[config.mk]
export PLATFORM = sky130hd
export DESIGN_NAME = crc_stream_engine
export DESIGN_NICKNAME = d
export VERILOG_FILES = /design/src/rtl/crc_stream_engine.sv
export SDC_FILE = /design/constraint.sdc
export NUM_CORES = 1
export LEC_CHECK = 0
export BUFFER_PORTS_ARGS = -buffer_cell sky130_fd_sc_hd__buf_4
export CORE_UTILIZATION = 65
export CTS_BUF_LIST = sky130_fd_sc_hd__clkbuf_4 sky130_fd_sc_hd__clkbuf_8
export DETAILED_ROUTE_END_ITERATION = 10
export PLACE_DENSITY = 0.91
export SYNTH_ARGS = -nofsm -noshare
export SYNTH_HDL_FRONTEND = slang
export SYNTH_SLANG_ARGS = --single-unit
[constraint.sdc]
create_clock -name clk -period 20.6 [get_ports clk]
set_clock_uncertainty 0.2 [all_clocks]
set_input_delay 4.12 -clock clk [delete_from_list [all_inputs] [get_ports clk]]
set_output_delay 4.12 -clock clk [all_outputs]
set_load 0.03 [all_outputs]
[src/rtl/crc_stream_engine.sv]
// Streaming CRC engine: accumulates a configurable CRC over a framed stream of
// DATA_W-bit beats (partial final beat allowed) and emits one registered result
// per frame over a valid/ready port.
//
// Ports:
//   clk, rst          clock, synchronous active-high reset
//   in_valid/in_ready beat handshake; in_ready drops only while a result is held
//   in_data           beat, byte 0 in the top byte lane, processed first
//   in_last           final beat of the frame
//   in_nbytes         valid leading bytes on the last beat (0 or too large = full)
//   out_valid/out_ready result handshake
//   out_crc           final CRC of the frame
//   out_len           frame length in bytes, saturating
//   out_len_ovf       frame length exceeded the counter range
`timescale 1ns/1ps
module crc_stream_engine #(
   parameter int unsigned       DATA_W  = 64,
   parameter int unsigned       CRC_W   = 16,
   parameter logic [CRC_W-1:0]  POLY    = 16'h8005,
   parameter logic [CRC_W-1:0]  INIT    = 16'h0000,
   parameter logic [CRC_W-1:0]  XOR_OUT = 16'h0000,
   parameter bit                REFIN   = 1'b0,
   parameter bit                REFOUT  = 1'b0,
   parameter int unsigned       LEN_W   = 16
) (
   input  logic                        clk,
   input  logic                        rst,
   input  logic                        in_valid,
   output logic                        in_ready,
   input  logic [DATA_W-1:0]           in_data,
   input  logic                        in_last,
   input  logic [$clog2(DATA_W/8):0]   in_nbytes,
   output logic                        out_valid,
   input  logic                        out_ready,
   output logic [CRC_W-1:0]            out_crc,
   output logic [LEN_W-1:0]            out_len,
   output logic                        out_len_ovf
);

   localparam int unsigned NB    = DATA_W / 8;
   localparam int unsigned NBW   = $clog2(NB) + 1;
   localparam int unsigned SUM_W = ((LEN_W > NBW) ? LEN_W : NBW) + 1;

   typedef enum logic {IDLE, BUSY} state_t;

   state_t             state_q;
   logic [CRC_W-1:0]   crc_q;
   logic [LEN_W-1:0]   len_q;
   logic               ovf_q;

   logic               accept_c;
   logic [NBW-1:0]     nb_eff_c;
   logic [CRC_W-1:0]   crc_next_c;
   logic [CRC_W-1:0]   result_c;
   logic [SUM_W-1:0]   sum_c;
   logic [LEN_W-1:0]   len_next_c;
   logic               ovf_next_c;

   // Stall only while an unconsumed result is held.
   assign in_ready = !(out_valid && !out_ready);
   assign accept_c = in_valid && in_ready;

   // Bytes to process this beat; illegal last-beat counts mean a full beat.
   always_comb begin
      nb_eff_c = NBW'(NB);
      if (in_last && (in_nbytes != '0) && (in_nbytes <= NBW'(NB)))
         nb_eff_c = in_nbytes;
   end

   // Unrolled MSB-first LFSR over the leading nb_eff_c bytes of the beat.
   always_comb begin
      logic [CRC_W-1:0]  crc_v;
      logic [DATA_W-1:0] data_v;
      logic [7:0]        byte_v;
      logic              fb;
      crc_v  = (state_q == IDLE) ? INIT : crc_q;
      data_v = in_data;
      byte_v = '0;
      fb     = 1'b0;
      for (int unsigned i = 0; i < NB; i++) begin
         byte_v = data_v[DATA_W-1 -: 8];
         data_v = data_v << 8;
         if (REFIN)
            byte_v = {<<{byte_v}};
         if (NBW'(i) < nb_eff_c) begin
            for (int unsigned b = 0; b < 8; b++) begin
               fb     = crc_v[CRC_W-1] ^ byte_v[7];
               byte_v = {byte_v[6:0], 1'b0};
               crc_v  = {crc_v[CRC_W-2:0], 1'b0};
               if (fb)
                  crc_v = crc_v ^ POLY;
            end
         end
      end
      crc_next_c = crc_v;
   end

   always_comb begin
      result_c = REFOUT ? {<<{crc_next_c}} : crc_next_c;
      result_c = result_c ^ XOR_OUT;
   end

   // Saturating byte count; a new frame starts counting from zero.
   always_comb begin
      logic [LEN_W-1:0] base_v;
      logic             base_ovf_v;
      base_v     = (state_q == IDLE) ? '0 : len_q;
      base_ovf_v = (state_q == IDLE) ? 1'b0 : ovf_q;
      sum_c      = SUM_W'(base_v) + SUM_W'(nb_eff_c);
      ovf_next_c = base_ovf_v || (sum_c > SUM_W'({LEN_W{1'b1}}));
      len_next_c = ovf_next_c ? {LEN_W{1'b1}} : LEN_W'(sum_c);
   end

   // Frame FSM, running CRC/length state and registered result.
   always_ff @(posedge clk) begin
      if (rst) begin
         state_q     <= IDLE;
         crc_q       <= INIT;
         len_q       <= '0;
         ovf_q       <= 1'b0;
         out_valid   <= 1'b0;
         out_crc     <= '0;
         out_len     <= '0;
         out_len_ovf <= 1'b0;
      end else begin
         if (out_valid && out_ready) begin
            out_valid   <= 1'b0;
            out_crc     <= '0;
            out_len     <= '0;
            out_len_ovf <= 1'b0;
         end
         if (accept_c) begin
            if (in_last) begin
               state_q     <= IDLE;
               crc_q       <= INIT;
               len_q       <= '0;
               ovf_q       <= 1'b0;
               out_valid   <= 1'b1;
               out_crc     <= result_c;
               out_len     <= len_next_c;
               out_len_ovf <= ovf_next_c;
            end else begin
               state_q <= BUSY;
               crc_q   <= crc_next_c;
               len_q   <= len_next_c;
               ovf_q   <= ovf_next_c;
            end
         end
      end
   end

endmodule
==> flow_summary.ini <==
[critical_path]
cp.required_ns = 20.63
r2r_end = crc_q[0]
reg2reg_from = state_q
regToRegSetupSlack_ns = 12.69
crit_path_start_kind = primary input
reg2regPathDepth = 23
path_class = in2reg
end_kind = flop
arrival_ns = 11.16
worstPathMaxFanout = 23

[sta]
min_period_ns = 11.13
maxSlewHeadroom = 0.192
setup_violations = 0
slew_viol_final = 0
worst_pin_slew_ns = 1.21
fmax_ghz = 0.0899
post-route-period-util = 0.540
tns_ns = 0
rsz0062_at_grt = no
hold_viol = 0

[cts]
cts_buffers = 9
cts_hold_buf = 0
postCtsSetupBuffers = 0
clk_latency_ns = 0.36
cts_max_level = 3
cts_buffer_depth = 2
root_buffer = clkbuf_8
cts_resized = 0
clkSinkCount = 68
cts_tree = built
clkTransAtPathRegs_ns = 0.07

[drt]
vias = 7487
viasPerCell = 6.42
wl_mm = 22.2
first_pass_iters = 5
drt_iter0_drc = 927
drc = 0
wl_per_cell_um = 19.0
ant_nets = 0

[logic_synthesis]
syn_area_per_cell_um2 = 8.06
synth_top_family_by_area = XOR/XNOR gates
synthMuxAreaShare = 0.0307
ys_warn_count = 0
synthesis.nets = 1025
synth_seq_cells = 68
synth_edf_count = 0
netlist_instances = 947
synth_area_um2 = 7630
ys_types = 87
synth_compound_area_frac = 0.232
synth_fa_ha_area_frac = 0.00918
synth-simple-area-share = 0.193
synth-xor-area-share = 0.322
async_reset_ff_frac = 0
synth-seq-area-share = 0.178
synthFlopType = dfxtp_1

[floorplanning]
die_h_um = 110
core_area_um2 = 11400
io_pins = 108
die_w_um = 110
start_util = 0.668
die-area_um2 = 12200
rows = 39

[cells_and_area]
nets = 1097
final_util = 0.761
syn_to_final_growth_pct = 13.9
final_common_cell = buf_4
drive_gt1_frac = 0.194
n_antenna_cell = 0
final_cell_mix = buf_4, xnor2_1, nand2_1

[global_routing]
grt_max_degree = 54
antenna_found_initial = 0
grt_pass1_vias = 6754
grt_usage = 0.368
overflow = 0
grt_pass1_wl_mm = 34.2

[worst_hold_path]
min-delay-start = len_q[0]
hold_depth = 2
hold-path-endpoint = len_q[0]
worstHoldPathType = reg2reg

[placed_design]
gp_congestion = 1.00
port-buffer-count = 107
dp_hpwl_mm = 17.0

[run_status]
status = finished, final reports clean

[flow_run]
maxCapViolCount = 0
-- flip-flops by register name, summed over array words and instances, names as in the netlist --
signal / cells
len_q: 16
out_len: 16
crc_q: 16
out_valid: 1
out_len_ovf: 1
ovf_q: 1
out_crc: 16
state_q: 1
-- area by class of cell --
class / instances / area [um2]
multi-input cells: 813 / 6020
flip-flops and latches: 68 / 1360
well taps: 143 / 179
inverters: 12 / 45.0
repair buffers: 115 / 863
clock inverters: 7 / 98.8
fillers: 842 / 2730
clock buffers: 9 / 124
-- logic make-up (layout without fill, tap and decap cells) --
logic type                 after synthesis  count (layout)
and+or+nand+nor                        310             310
xor gates and xnor gates               212             212
adders and majority gates                5               5
buffers and inverters                   66             143
AOI/OAI and AO/OA                      264             264
DFF                                     68              68
muxes                                   22              22
-- cells in the mapped netlist, types with 15 or more instances --
library cell  instances  share of area
xnor3_1              15          0.044
nand3_1              19          0.012
o211ai_1             19          0.019
xor2_1               58          0.067
dfxtp_1              68           0.18
xnor2_1             107           0.12
clkbuf_1             44          0.022
and3_1               16          0.013
a21oi_1              94          0.062
mux2i_1              18          0.024
nand2_1              97          0.048
nor3_1               17          0.011
a211oi_1             20          0.020
nor2_1               89          0.044
o21ai_0              34          0.022
-- stage by stage --
step                instance area (um2)  setup slack [ns]  std cells  hold WS, ns
floorplan                          7630             10.39        947        0.227
global placement                   8470              9.47       1151        0.234
CTS                                8690              9.55       1167        0.262
global route                       8690              9.12       1167        0.287
finish                             8690              9.47       1167        0.266
detailed placement                 8470              9.21       1151        0.243
-- worst max path at each step --
stage	from	to	slack [ns]	cells past startpoint
2_1_floorplan	in_nbytes[2]	out_crc[15]	10.39	24
3_3_place_gp	in_last	out_crc[15]	9.47	24
3_5_place_dp	in_last	out_crc[15]	9.21	24
4_1_cts	in_last	crc_q[0]	9.55	24
5_1_grt	in_last	crc_q[0]	9.12	24
6_report	in_last	crc_q[0]	9.47	24
-- per-layer routing --
metal	wire, um	share of wire	vias up	global-route usage
met2	9690	0.44	460	0.555
met5	0	0	-	0
met4	686	0.031	0	0.140
met1	9770	0.44	3487	0.528
met3	2070	0.093	62	0.0541
li1	-	-	3478	-
-- critical path: stages --
cell	delay, ns
buf_4	0.26
nand3b_1	0.37
inv_2	0.25
nand2b_1	0.33
a31oi_1	0.47
xnor3_1	0.29
xnor3_1	0.27
xor2_1	0.23
xor3_1	0.49
and2_1	0.25
xnor2_4	0.29
xnor3_1	0.37
o21ai_2	0.41
a21boi_2	0.29
nor3_2	0.08
a211o_4	0.35
xor2_4	0.29
xnor2_4	0.17
mux2i_2	0.32
xnor3_2	0.44
xor2_2	0.27
xor2_2	0.29
nand2b_1	0.18
a21oi_2	0.07
Power is not shown: default switching activity piles up to over one toggle a cycle in this logic, so the estimate is an artifact.
